### config.mk
export PLATFORM = sky130hd
export DESIGN_NAME = dpe_mux_arb_n
export DESIGN_NICKNAME = d
export VERILOG_FILES = /design/src/rtl/dpe_mux_arb_n.sv
export SDC_FILE = /design/constraint.sdc
export NUM_CORES = 1
export LEC_CHECK = 0
export CAP_MARGIN = 20
export CORE_AREA = 2 2 364 366
export DETAILED_ROUTE_END_ITERATION = 8
export DIE_AREA = 0 0 366 368
export PLACE_DENSITY = 0.46
export REMOVE_ABC_BUFFERS = 1
export SETUP_SLACK_MARGIN = 0.15
export SYNTH_ARGS = -nofsm -noshare
export SYNTH_HDL_FRONTEND = slang
export SYNTH_SLANG_ARGS = --single-unit
### constraint.sdc
create_clock -name clk -period 13.1 [get_ports clk]
set_clock_uncertainty 0.2 [all_clocks]
set_input_delay 1.31 -clock clk [delete_from_list [all_inputs] [get_ports clk]]
set_output_delay 1.31 -clock clk [all_outputs]
set_load 0.03 [all_outputs]
### src/rtl/dpe_mux_arb_n.sv
// N-input AXI-Stream packet multiplexer: whole-packet grants, round-robin or fixed-priority
// arbitration, per-channel enable, drain-then-stop pause, and a 2-entry registered skid output.
module dpe_mux_arb_n #(
  parameter int NUM_CH      = 5,
  parameter int TDATA_WIDTH = 128,
  parameter int TUSER_WIDTH = 5,
  parameter int ARB_MODE    = 0,
  parameter int ID_W        = (NUM_CH > 1) ? $clog2(NUM_CH) : 1
) (
  input  logic                            clk,
  input  logic                            rst,
  input  logic                            pause,
  output logic                            paused,
  input  logic [NUM_CH-1:0]               ch_enable,
  input  logic [NUM_CH*TDATA_WIDTH-1:0]   in_tdata,
  input  logic [NUM_CH*TDATA_WIDTH/8-1:0] in_tkeep,
  input  logic [NUM_CH*TUSER_WIDTH-1:0]   in_tuser,
  input  logic [NUM_CH-1:0]               in_tlast,
  input  logic [NUM_CH-1:0]               in_tvalid,
  output logic [NUM_CH-1:0]               in_tready,
  output logic [TDATA_WIDTH-1:0]          out_tdata,
  output logic [TDATA_WIDTH/8-1:0]        out_tkeep,
  output logic [TUSER_WIDTH-1:0]          out_tuser,
  output logic                            out_tlast,
  output logic [ID_W-1:0]                 out_tid,
  output logic                            out_tvalid,
  input  logic                            out_tready,
  output logic [15:0]                     pkt_count
);

  localparam int KW = TDATA_WIDTH / 8;
  localparam int EW = TDATA_WIDTH + KW + TUSER_WIDTH + 1 + ID_W;

  typedef enum logic {IDLE, GRANT} state_t;

  state_t          state_q;
  logic [ID_W-1:0] grant_q, ptr_q;
  logic            paused_q;
  logic [15:0]     pkt_count_q;
  logic [1:0]      cnt_q, cnt_d;
  logic [EW-1:0]   e0_q, e0_d, e1_q, e1_d;

  logic [TDATA_WIDTH-1:0] ch_data [NUM_CH];
  logic [KW-1:0]          ch_keep [NUM_CH];
  logic [TUSER_WIDTH-1:0] ch_user [NUM_CH];

  for (genvar c = 0; c < NUM_CH; c++) begin : g_unpack
    assign ch_data[c] = in_tdata[c*TDATA_WIDTH +: TDATA_WIDTH];
    assign ch_keep[c] = in_tkeep[c*KW +: KW];
    assign ch_user[c] = in_tuser[c*TUSER_WIDTH +: TUSER_WIDTH];
  end

  logic [NUM_CH-1:0] req;
  logic              arb_hit;
  logic [ID_W-1:0]   arb_idx;
  logic [ID_W-1:0]   ptr_inc;

  assign req     = in_tvalid & ch_enable;
  assign ptr_inc = (grant_q == ID_W'(NUM_CH - 1)) ? '0 : grant_q + 1'b1;

  // Search order starts at the RR pointer (mode 0) or at channel 0 (mode 1).
  always_comb begin
    int c;
    arb_hit = 1'b0;
    arb_idx = '0;
    c       = 0;
    for (int i = 0; i < NUM_CH; i++) begin
      c = (ARB_MODE == 1) ? i : (int'(ptr_q) + i) % NUM_CH;
      if (!arb_hit && req[c]) begin
        arb_hit = 1'b1;
        arb_idx = ID_W'(c);
      end
    end
  end

  logic          full, empty, ready_g, push, pop;
  logic [EW-1:0] beat_in;

  assign full    = (cnt_q == 2'd2);
  assign empty   = (cnt_q == 2'd0);
  assign ready_g = (state_q == GRANT) && !full;
  assign push    = ready_g && in_tvalid[grant_q];
  assign pop     = !empty && out_tready;
  assign beat_in = {ch_data[grant_q], ch_keep[grant_q], ch_user[grant_q], in_tlast[grant_q], grant_q};

  always_comb begin
    in_tready = '0;
    if (ready_g) in_tready[grant_q] = 1'b1;
  end

  // Head entry e0 drives the outputs directly, so the output is fully registered.
  always_comb begin
    cnt_d = cnt_q;
    e0_d  = e0_q;
    e1_d  = e1_q;
    case ({push, pop})
      2'b10: begin
        if (empty) e0_d = beat_in;
        else       e1_d = beat_in;
        cnt_d = cnt_q + 2'd1;
      end
      2'b01: begin
        e0_d  = e1_q;
        cnt_d = cnt_q - 2'd1;
      end
      2'b11: begin
        if (cnt_q == 2'd1) begin
          e0_d = beat_in;
        end else begin
          e0_d = e1_q;
          e1_d = beat_in;
        end
      end
      default: ;
    endcase
  end

  always_ff @(posedge clk or posedge rst) begin
    if (rst) begin
      cnt_q <= '0;
      e0_q  <= '0;
      e1_q  <= '0;
    end else begin
      cnt_q <= cnt_d;
      e0_q  <= e0_d;
      e1_q  <= e1_d;
    end
  end

  always_ff @(posedge clk or posedge rst) begin
    if (rst) begin
      state_q     <= IDLE;
      grant_q     <= '0;
      ptr_q       <= '0;
      paused_q    <= 1'b0;
      pkt_count_q <= '0;
    end else begin
      paused_q <= pause && (state_q == IDLE) && empty;
      if (pop && e0_q[ID_W]) pkt_count_q <= pkt_count_q + 16'd1;
      case (state_q)
        IDLE: begin
          if (!pause && arb_hit) begin
            grant_q <= arb_idx;
            state_q <= GRANT;
          end
        end
        GRANT: begin
          if (push && in_tlast[grant_q]) begin
            state_q <= IDLE;
            if (ARB_MODE == 0) ptr_q <= ptr_inc;
          end
        end
        default: state_q <= IDLE;
      endcase
    end
  end

  assign {out_tdata, out_tkeep, out_tuser, out_tlast, out_tid} = e0_q;
  assign out_tvalid = !empty;
  assign paused     = paused_q;
  assign pkt_count  = pkt_count_q;

endmodule
==> results.sh, run 1 <==
export IMPL_outcome="completed"
export IMPL_numClockSinks=332
export IMPL_cellLeakagePower_nw=13.2
export IMPL_worst_pin_slew_ps=1050
export IMPL_cts_buffers=42
export IMPL_fin_crit_sh=0.404
export IMPL_cp_start_kind="flip-flop"
export IMPL_synth_top_family_by_area="compound AO/OA/AOI/OAI gates"
export IMPL_wl_um=104000
export IMPL_grt_setup_unrepaired="false"
export IMPL_area_growth_synth_to_final_pct=61.7
export IMPL_cts_root_buf="clkbuf_16"
export IMPL_core_mm2=0.131
export IMPL_place_gp_congestion=0.844
export IMPL_cts_resized_gates=0
export IMPL_hold_class="reg -> reg"
export IMPL_cpPeakStageDelay_ps=720
export IMPL_synthFlopType="dfrtp_1"
export IMPL_synth_compound_area_share=0.243
export IMPL_rows=133
export IMPL_final_cells=4986
export IMPL_synth_distinct_cells=72
export IMPL_via_per_inst=4.25
export IMPL_drv_cap=0
export IMPL_antenna_left=0
export IMPL_power_per_cell_area_mw_per_mm2=255
export IMPL_htree_levels=2
export IMPL_syn_area_mm2=0.0204
export IMPL_cp_common_cell="buf_4"
export IMPL_crit_path_end_kind="flip-flop"
export IMPL_cts_max_path_buffers=3
export IMPL_synthXorXnorAreaFrac=0.0114
export IMPL_ys_seq_area_frac=0.406
export IMPL_drc_errors=0
export IMPL_yosys_mux_area_fraction=0.125
export IMPL_crit_fanout=85
export IMPL_post_route_min_period_ps=5290
export IMPL_r2r_cells=13
export IMPL_num_io_pins=940
export IMPL_clkTransAtPathRegs_ps=60
export IMPL_synth_simple_gate_area_frac=0.151
export IMPL_vdd_drop_max_mv=0.146
export IMPL_cts_tree="built"
export IMPL_cp_arrival_ps=5520
export IMPL_vias=21200
export IMPL_antenna_found_initial=13
export IMPL_wl_per_cell_um=20.8
export IMPL_port_buffers=939
export IMPL_slew_limit_headroom=0.302
export IMPL_worstSetupPathType="reg -> reg"
export IMPL_cts_hold_buf=0
export IMPL_grt_usage=0.147
export IMPL_synth_edff_count=0
export IMPL_whs_path_depth=2
export IMPL_avgSynthCellArea_um2=8.54
export IMPL_die_area_mm2=0.135
export IMPL_grt_pass1_vias=21400
export IMPL_dpl_cell_area_mm2=0.0316
export IMPL_hpwl_um=79300
export IMPL_grt_pass1_wl_um=149000
export IMPL_post_cts_setup_buffers=0
export IMPL_finalSetupViolCount=0
export IMPL_synth_fa_ha_area_frac=0.0187
export IMPL_ys_ff_latch=332
export IMPL_fp_dieW_um=366
export IMPL_dp_cells=4908
export IMPL_synth_async_reset_ratio=1.00
export IMPL_drive_gt1_frac=0.0622
export IMPL_die_y_um=368
export IMPL_overflow=0
export IMPL_design_area_mm2=0.0331
export IMPL_hold_viol=0
export IMPL_dr_pass1_iters=7
export IMPL_synthCells=2393
export IMPL_clk_latency_ps=590
export IMPL_grt_max_degree=169
export IMPL_maxSlewViolCount=0
export IMPL_critical_path_required_ps=13330
export IMPL_start_util=0.156
export IMPL_fmax_mhz=189
export IMPL_path_cells="clkinv_2 -> nor2_4 -> buf_4 -> a221o_1 -> nand3_1 -> inv_1 -> ha_1 -> nand2_1 -> o211ai_1 -> buf_4 -> buf_4 -> buf_4 -> o21ai_0"
export IMPL_drt_iter0_markers=1144
export IMPL_crit_slowest_cell="buf_4"
export IMPL_yosys_warnings=0
export IMPL_num_nets_final=3991
cell families after synthesis:
| kind of cell | Yosys count |
|---|---|
| AOI/OAI and AO/OA | 855 |
| and+or+nand+nor | 741 |
| DFF | 332 |
| buffers and inverters | 235 |
| muxes | 175 |
| adders and majority gates | 30 |
| xor gates and xnor gates | 25 |
cells in the mapped netlist (all sizes together), types with 2 or more instances:
library cell | count | area [um2]
o21a | 2 | 22.5
mux2i | 102 | 1020
nand2 | 208 | 781
a21o | 4 | 30.0
nand2b | 3 | 18.8
a211oi | 2 | 15.0
or2 | 3 | 18.8
o31ai | 5 | 42.5
a2bb2oi | 2 | 35.0
and3 | 64 | 400
nor4 | 7 | 43.8
nand4 | 3 | 18.8
a31oi | 7 | 43.8
mux4 | 62 | 1400
o311ai | 2 | 35.0
o211ai | 3 | 22.5
clkbuf | 174 | 683
nor3 | 6 | 35.0
o32ai | 3 | 33.8
buf | 36 | 149
a211o | 2 | 17.5
a21oi | 460 | 2310
ha | 29 | 363
inv | 24 | 90.1
dfrtp | 332 | 8310
mux2 | 11 | 128
o22a | 64 | 561
and2 | 5 | 31.3
a22oi | 97 | 742
nor3b | 3 | 22.5
nand3 | 15 | 75.1
o21ai | 190 | 955
o22ai | 3 | 18.8
a21boi | 2 | 15.0
and4 | 4 | 35.0
nor2 | 413 | 1550
xnor2 | 21 | 199
or3 | 3 | 18.8
xor2 | 4 | 35.0
per-layer routing:
layer | track usage | part of all wire | routed length (um) | up-vias
li1 | - | - | - | 10200
met1 | 0.182 | 0.42 | 43600 | 10200
met2 | 0.262 | 0.51 | 52700 | 651
met3 | 0.0270 | 0.047 | 4910 | 104
met4 | 0.0373 | 0.024 | 2540 | 0
met5 | 0 | 0 | 0 | -
per-stage QoR:
step | total power (W) | setup TNS, ps | hold WS [ps] | setup WS (ps) | util
CTS | 0.00862 | 0 | 283 | 7680 | 0.253
global placement | 0.00727 | 0 | 262 | 7380 | 0.241
finish | 0.00844 | 0 | 277 | 7810 | 0.253
detailed placement | 0.00731 | 0 | 270 | 7310 | 0.241
global route | 0.00912 | 0 | 297 | 7230 | 0.253
floorplan | 0.00562 | -1546540 | 250 | -5510 | -
worst max-delay path, delay by kind of cell (launching register included):
kind	cells	cell delay (ps)
AO/OA/AOI/OAI	3	530
flip-flops	1	700
adder cells (fa/ha/maj)	1	270
AND/OR/NAND/NOR	3	500
buffers and inverters	6	2750
cell usage in the layout (no fill, tap or decap), types with 5 or more instances in the layout:
master / instances
o22a_1: 64
clkdlybuf4s50_1: 939
and3_1: 64
and2_1: 5
mux2_2: 9
dfrtp_1: 329
nor2_1: 406
nand2_1: 208
xnor2_1: 19
clkbuf_8: 11
a21oi_1: 458
a31oi_1: 7
ha_1: 29
a22oi_1: 96
mux2i_1: 101
nor3_1: 5
buf_4: 28
nor2_4: 6
inv_1: 20
bufinv_16: 5
clkbuf_1: 10
nor4_1: 7
clkbuf_16: 43
o21ai_0: 188
nand3_1: 15
mux4_2: 62
power by group:
| part | internal [W] | switching (W) | total (W) |
|---|---|---|---|
| clock network | 0.000766 | 0.000491 | 0.00126 |
| logic | 0.00203 | 0.00326 | 0.00529 |
| registers | 0.00154 | 0.000352 | 0.00189 |
layout make-up:
class | count | area [um2]
Antenna cell | 2 | 5.00
Clock buffer | 64 | 1260
Multi-Input combinational cell | 1826 | 11300
Tap cell | 1755 | 2200
Inverter | 25 | 105
Clock inverter | 12 | 215
Timing Repair Buffer | 970 | 9670
Sequential cell | 332 | 8320
Fill cell | 14200 | 97700
final timing paths:
check	from	endpoint	slack, ps
min	e1_q[100]$_DFFE_PP0P_	e1_q[100]$_DFFE_PP0P_	280
min in group asynchronous	rst	state_q$_DFF_PP0_	1010
max	grant_q[0]$_DFFE_PP0P_	e1_q[40]$_DFFE_PP0P_	7810
min reg2reg	e1_q[100]$_DFFE_PP0P_	e1_q[100]$_DFFE_PP0P_	280
max reg2reg	grant_q[0]$_DFFE_PP0P_	e1_q[40]$_DFFE_PP0P_	7810
max in group asynchronous	rst	e1_q[94]$_DFFE_PP0P_	9600
flip-flops by register name (all words and copies together) (netlist names):
register and flops:
e0_q 153, e1_q 153, pkt_count 16, grant_q 3
ptr_q 3, cnt_q 2, paused 1, state_q 1
Power figures use the tool's default switching activity.
==> run 2, diff against run 1 <==
--- a/config.mk
+++ b/config.mk
@@ -6,10 +6,10 @@
 export NUM_CORES = 1
 export LEC_CHECK = 0
 export CAP_MARGIN = 20
-export CORE_AREA = 2 2 364 366
+export CORE_AREA = 2 2 365 367
 export DETAILED_ROUTE_END_ITERATION = 8
-export DIE_AREA = 0 0 366 368
-export PLACE_DENSITY = 0.46
+export DIE_AREA = 0 0 367 369
+export PLACE_DENSITY = 0.48
 export REMOVE_ABC_BUFFERS = 1
 export SETUP_SLACK_MARGIN = 0.15
 export SYNTH_ARGS = -nofsm -noshare
==> constraint.sdc (replaced) <==
create_clock -name clk -period 4.5 [get_ports clk]
set_clock_uncertainty 0.2 [all_clocks]
set_input_delay 0.45 -clock clk [delete_from_list [all_inputs] [get_ports clk]]
set_output_delay 0.45 -clock clk [all_outputs]
set_load 0.03 [all_outputs]
==> run 2 against run 1 <==
Flip-flop and latch count unchanged. Largest power group unchanged. Die area increased by 0.55%. Non-clock buffer count grew 30. Power rose to 3.0 times the previous value.
==> results.sh, run 2 (synthesized netlist as in run 1, its figures left out) <==
export IMPL_cp_common_cell="ha_1"
export IMPL_die_area_mm2=0.135
export IMPL_crit_slowest_cell="mux4_2"
export IMPL_grt_pass1_vias=21200
export IMPL_hpwl_um=80400
export IMPL_outcome="completed"
export IMPL_fillerInstances=14300
export IMPL_core_mm2=0.131
export IMPL_grt_max_degree=154
export IMPL_slew_limit_headroom=0.255
export IMPL_cellLeakagePower_nw=13.3
export IMPL_final_common_cell="clkdlybuf4s50_1"
export IMPL_vdd_drop_max_mv=0.468
export IMPL_drc_errors=0
export IMPL_cp_num_buf_inv=1
export IMPL_worst_pin_slew_ps=1120
export IMPL_r2r_start="ptr_q[2]$_DFFE_PP0P_"
export IMPL_dpl_cell_area_mm2=0.0319
export IMPL_start_util=0.156
export IMPL_design_area_mm2=0.0335
export IMPL_drv_cap=0
export IMPL_cts_root_buf="clkbuf_16"
export IMPL_r2r_end="grant_q[2]$_DFFE_PP0P_"
export IMPL_area_growth_synth_to_final_pct=63.7
export IMPL_wl_um=103000
export IMPL_fmax_mhz=246
export IMPL_die_y_um=369
export IMPL_antenna_left=0
export IMPL_cp_arrival_ps=4340
export IMPL_dr_pass1_iters=7
export IMPL_post_cts_setup_buffers=0
export IMPL_finalSetupViolCount=0
export IMPL_r2r_setup_slack_ps=430
export IMPL_htree_levels=2
export IMPL_cts_hold_buf=0
export IMPL_maxSlewViolCount=0
export IMPL_via_per_inst=4.21
export IMPL_vias=21100
export IMPL_path_cells="inv_1 -> ha_1 -> o31ai_2 -> xnor2_1 -> ha_1 -> fa_1 -> and2_1 -> mux4_2 -> o31ai_4 -> nor3_2 -> nand2_1 -> o21ai_2 -> mux2_1"
export IMPL_num_io_pins=940
export IMPL_rows=133
export IMPL_crit_fanout=9
export IMPL_fin_ws_ps=429
export IMPL_fp_dieW_um=367
export IMPL_grt_setup_unrepaired="false"
export IMPL_clk_latency_ps=590
export IMPL_final_cell_mix="939 x clkdlybuf4s50_1, 458 x a21oi_1, 406 x nor2_1"
export IMPL_path_delay_family="multiplexers"
export IMPL_grt_pass1_wl_um=147000
export IMPL_crit_path_end_kind="flip-flop"
export IMPL_grt_usage=0.145
export IMPL_cp_start_kind="flip-flop"
export IMPL_worstSetupPathType="reg -> reg"
export IMPL_startpoint="ptr_q[2]$_DFFE_PP0P_"
export IMPL_cts_resized_gates=0
export IMPL_cts_tree="built"
export IMPL_drive_gt1_frac=0.0752
export IMPL_critical_path_required_ps=4760
export IMPL_port_buffers=939
export IMPL_hold_class="in -> async"
export IMPL_clkTransAtPathRegs_ps=60
export IMPL_place_gp_congestion=0.846
export IMPL_cts_max_path_buffers=3
export IMPL_cts_buffers=42
export IMPL_post_place_ws_ps=214
export IMPL_numClockSinks=332
export IMPL_antenna_found_initial=21
export IMPL_hold_viol=0
export IMPL_cpPeakStageDelay_ps=560
export IMPL_overflow=0
export IMPL_power_per_cell_area_mw_per_mm2=746
export IMPL_fin_crit_sh=0.905
export IMPL_drt_iter0_markers=1330
export IMPL_post_route_min_period_ps=4070
export IMPL_wl_per_cell_um=20.5
export IMPL_num_nets_final=4021
export IMPL_r2r_cells=13
==> run 2: report_power, final <==
| group | total, W | internal, W | switching [W] |
|---|---|---|---|
| Sequential | 0.00540 | 0.00449 | 0.000908 |
| Clock | 0.00355 | 0.00214 | 0.00141 |
| Combinational | 0.0160 | 0.00632 | 0.00970 |
| Total | 0.0250 | 0.0129 | 0.0120 |
==> run 2: per-layer routing <==
| metal | wire [um] | GRT usage | vias to the layer above |
|---|---|---|---|
| met5 | 72 | 0 | - |
| met4 | 2290 | 0.0374 | 12 |
| met3 | 5790 | 0.0323 | 115 |
| met2 | 51800 | 0.255 | 667 |
| met1 | 43000 | 0.179 | 10100 |
| li1 | - | - | 10200 |
==> run 2: worst register-to-register path, cell delays in order (launching register included) <==
cell and delay (ps):
dfrtp_2 470, inv_1 140, ha_1 390, o31ai_2 280, xnor2_1 190, ha_1 210, fa_1 260, and2_1 300
mux4_2 560, o31ai_4 310, nor3_2 110, nand2_1 140, o21ai_2 100, mux2_1 320
==> run 2: area by class of cell <==
class,instances,area [um2],share of cell area
clock buffers,59,1270,0.0379
repair buffers,1000,10000,0.300
clock inverters,15,173,0.00516
well taps,1755,2200,0.0656
multi-input cells,1826,11300,0.339
inverters,25,105,0.00314
flip-flops and latches,332,8320,0.249
diodes,5,12.5,0.000374
==> run 2: how the worst max path moves through the flow <==
stage	to	slack (ps)	cells after the start
floorplan	e0_q[0]$_DFFE_PP0P_	-14110	6
CTS	grant_q[2]$_DFFE_PP0P_	180	18
detailed placement	grant_q[2]$_DFFE_PP0P_	210	18
global route	grant_q[2]$_DFFE_PP0P_	160	14
finish	grant_q[2]$_DFFE_PP0P_	430	13
global placement	grant_q[2]$_DFFE_PP0P_	280	18
==> run 2: metrics by stage <==
step	setup TNS, ps	util	hold slack (ps)	instances	power (W)
after floorplan	-6014380	-	250	2183	0.0152
after global placement	0	0.244	261	4938	0.0215
after detailed placement	0	0.244	270	4938	0.0216
after CTS	0	0.255	201	5012	0.0253
after global routing	0	0.255	231	5015	0.0270
final	0	0.255	203	5017	0.0250
==> run 3, diff against run 2 <==
--- a/config.mk
+++ b/config.mk
@@ -9,6 +9,8 @@
 export CORE_AREA = 2 2 365 367
 export DETAILED_ROUTE_END_ITERATION = 8
 export DIE_AREA = 0 0 367 369
+export GPL_ROUTABILITY_DRIVEN = 1
+export GPL_TIMING_DRIVEN = 0
 export PLACE_DENSITY = 0.48
 export REMOVE_ABC_BUFFERS = 1
 export SETUP_SLACK_MARGIN = 0.15
==> run 3 against run 2 <==
Clock power grew 2%. Die area unchanged. Utilization is 0.80 points higher. Fmax fell by 2.2%. Critical path depth rose by 1. Flip-flop and latch count stayed put. Non-clock buffer count up 42. Sequential share of layout area is 0.74 points lower.
==> results.sh, run 3 (synthesized netlist as in run 1, its figures left out) <==
export IMPL_critical_path_required_ps=4830
export IMPL_numClockSinks=332
export IMPL_cp_arrival_ps=4500
export IMPL_r2r_setup_slack_ps=340
export IMPL_port_buffers=939
export IMPL_drc_errors=0
export IMPL_place_gp_congestion=0.776
export IMPL_startpoint="ptr_q[1]$_DFFE_PP0P_"
export IMPL_cts_buffers=44
export IMPL_drv_cap=0
export IMPL_overflow=0
export IMPL_maxSlewViolCount=0
export IMPL_cts_tree="built"
export IMPL_start_util=0.156
export IMPL_htree_levels=2
export IMPL_design_area_mm2=0.0345
export IMPL_drt_iter0_markers=1122
export IMPL_num_nets_final=4067
export IMPL_drive_gt1_frac=0.0922
export IMPL_die_area_mm2=0.135
export IMPL_cts_root_buf="clkbuf_16"
export IMPL_cts_max_path_buffers=3
export IMPL_outcome="completed"
export IMPL_worst_pin_slew_ps=1030
export IMPL_fin_setup_tns_ps=0
export IMPL_die_y_um=369
export IMPL_hold_viol=0
export IMPL_min_from="pause"
export IMPL_hold_class="in -> reg"
export IMPL_power_per_cell_area_mw_per_mm2=763
export IMPL_rows=133
export IMPL_num_io_pins=940
export IMPL_r2r_start="ptr_q[1]$_DFFE_PP0P_"
export IMPL_cellLeakagePower_nw=13.8
export IMPL_fmax_mhz=240
export IMPL_area_growth_synth_to_final_pct=68.8
export IMPL_vdd_drop_max_mv=0.385
export IMPL_p_comb_frac=0.659
export IMPL_core_mm2=0.131
export IMPL_p_clk_frac=0.137
export IMPL_clkTransAtPathRegs_ps=60
export IMPL_cp_start_kind="flip-flop"
export IMPL_dpl_cell_area_mm2=0.0324
export IMPL_grt_setup_unrepaired="false"
export IMPL_antenna_left=0
export IMPL_grt_usage=0.153
export IMPL_clk_latency_ps=600
export IMPL_vias=21500
export IMPL_wl_per_cell_um=21.4
export IMPL_r2r_end="grant_q[0]$_DFFE_PP0P_"
export IMPL_final_cell_mix="939 x clkdlybuf4s50_1, 457 x a21oi_1, 406 x nor2_1"
export IMPL_switching_share=0.477
export IMPL_fin_crit_sh=0.925
export IMPL_fp_dieW_um=367
export IMPL_finalSetupViolCount=0
export IMPL_grt_pass1_wl_um=154000
export IMPL_final_common_cell="clkdlybuf4s50_1"
export IMPL_antenna_found_initial=13
export IMPL_slew_limit_headroom=0.307
export IMPL_via_per_inst=4.25
export IMPL_crit_fanout=6
export IMPL_p_int_w=0.0138
export IMPL_r2r_cells=14
export IMPL_grt_max_degree=107
export IMPL_p_switching_w=0.0126
export IMPL_crit_path_end_kind="flip-flop"
export IMPL_p_seq_frac=0.204
export IMPL_wl_um=109000
export IMPL_hpwl_um=83100
export IMPL_whs_endpoint="paused$_DFF_PP0_"
export IMPL_worstSetupPathType="reg -> reg"
export IMPL_post_route_min_period_ps=4160
export IMPL_grt_pass1_vias=21700
export IMPL_whs_path_depth=3
export IMPL_dr_pass1_iters=5
run 3: repair_timing:
action / in CTS / in global routing
endpoints found under the setup margin: 309 / 49
hold buffers: 1 / 0
pin swaps: 4 / 7
gates cloned: 5 / 1
hold endpoints to repair: 23 / 0
resized for setup: 22 / 24
buffers inserted: 19 / 11
run 3: area by class of cell:
class | count | area, um2
Multi-Input combinational cell | 1828 | 11400
Fill cell | 14100 | 96600
Tap cell | 1755 | 2200
Antenna cell | 4 | 10.0
Timing Repair Buffer | 1042 | 11000
Sequential cell | 332 | 8330
Clock buffer | 55 | 1220
Inverter | 25 | 138
Clock inverter | 25 | 231
run 3: power by group through the flow:
stage	clock (W)	sequential (W)	combinational, W
after floorplan	0	0.00712	0.00810
after global placement	0	0.00586	0.0132
after detailed placement	0	0.00554	0.0165
after CTS	0.00380	0.00539	0.0173
after global routing	0.00390	0.00559	0.0189
final	0.00362	0.00537	0.0173
run 3: worst max path at each step:
stage | end | slack (ps) | depth (start not counted)
6_report | grant_q[0]$_DFFE_PP0P_ | 340 | 14
5_1_grt | grant_q[2]$_DFFE_PP0P_ | 110 | 17
4_1_cts | e1_q[26]$_DFFE_PP0P_ | 80 | 18
3_5_place_dp | e1_q[63]$_DFFE_PP0P_ | -1520 | 19
3_3_place_gp | e0_q[91]$_DFFE_PP0P_ | -29830 | 6
2_1_floorplan | e0_q[0]$_DFFE_PP0P_ | -14110 | 6
run 3: critical path, stage by stage (launching register included):
cell and delay, ps:
dfrtp_2 390, clkinvlp_4 190, buf_4 210, ha_2 330
o31ai_2 260, xnor2_1 130, ha_1 210, fa_1 440
and2_2 250, mux4_2 460, o31ai_4 300, mux2i_1 240
nor3b_1 70, o21ai_0 230, o221a_2 210
run 3: per-layer routing:
| metal | GRT usage | wire length [um] | vias to the layer above |
|---|---|---|---|
| met5 | 0 | 47 | - |
| met4 | 0.0493 | 3390 | 8 |
| met3 | 0.0352 | 6420 | 137 |
| met2 | 0.264 | 53600 | 706 |
| met1 | 0.188 | 45200 | 10300 |
| li1 | - | - | 10400 |
run 3: through the flow:
stage / total power [W] / hold WS [ps] / cells / setup WS, ps / utilization
6_report: 0.0263 / 271 / 5066 / 335 / 0.263
2_1_floorplan: 0.0152 / 250 / 2183 / -14110 / -
3_5_place_dp: 0.0221 / 270 / 4945 / -1520 / 0.247
5_1_grt: 0.0284 / 242 / 5063 / 109 / 0.263
3_3_place_gp: 0.0191 / 262 / 4877 / -29830 / 0.238
4_1_cts: 0.0265 / 209 / 5050 / 84.4 / 0.261
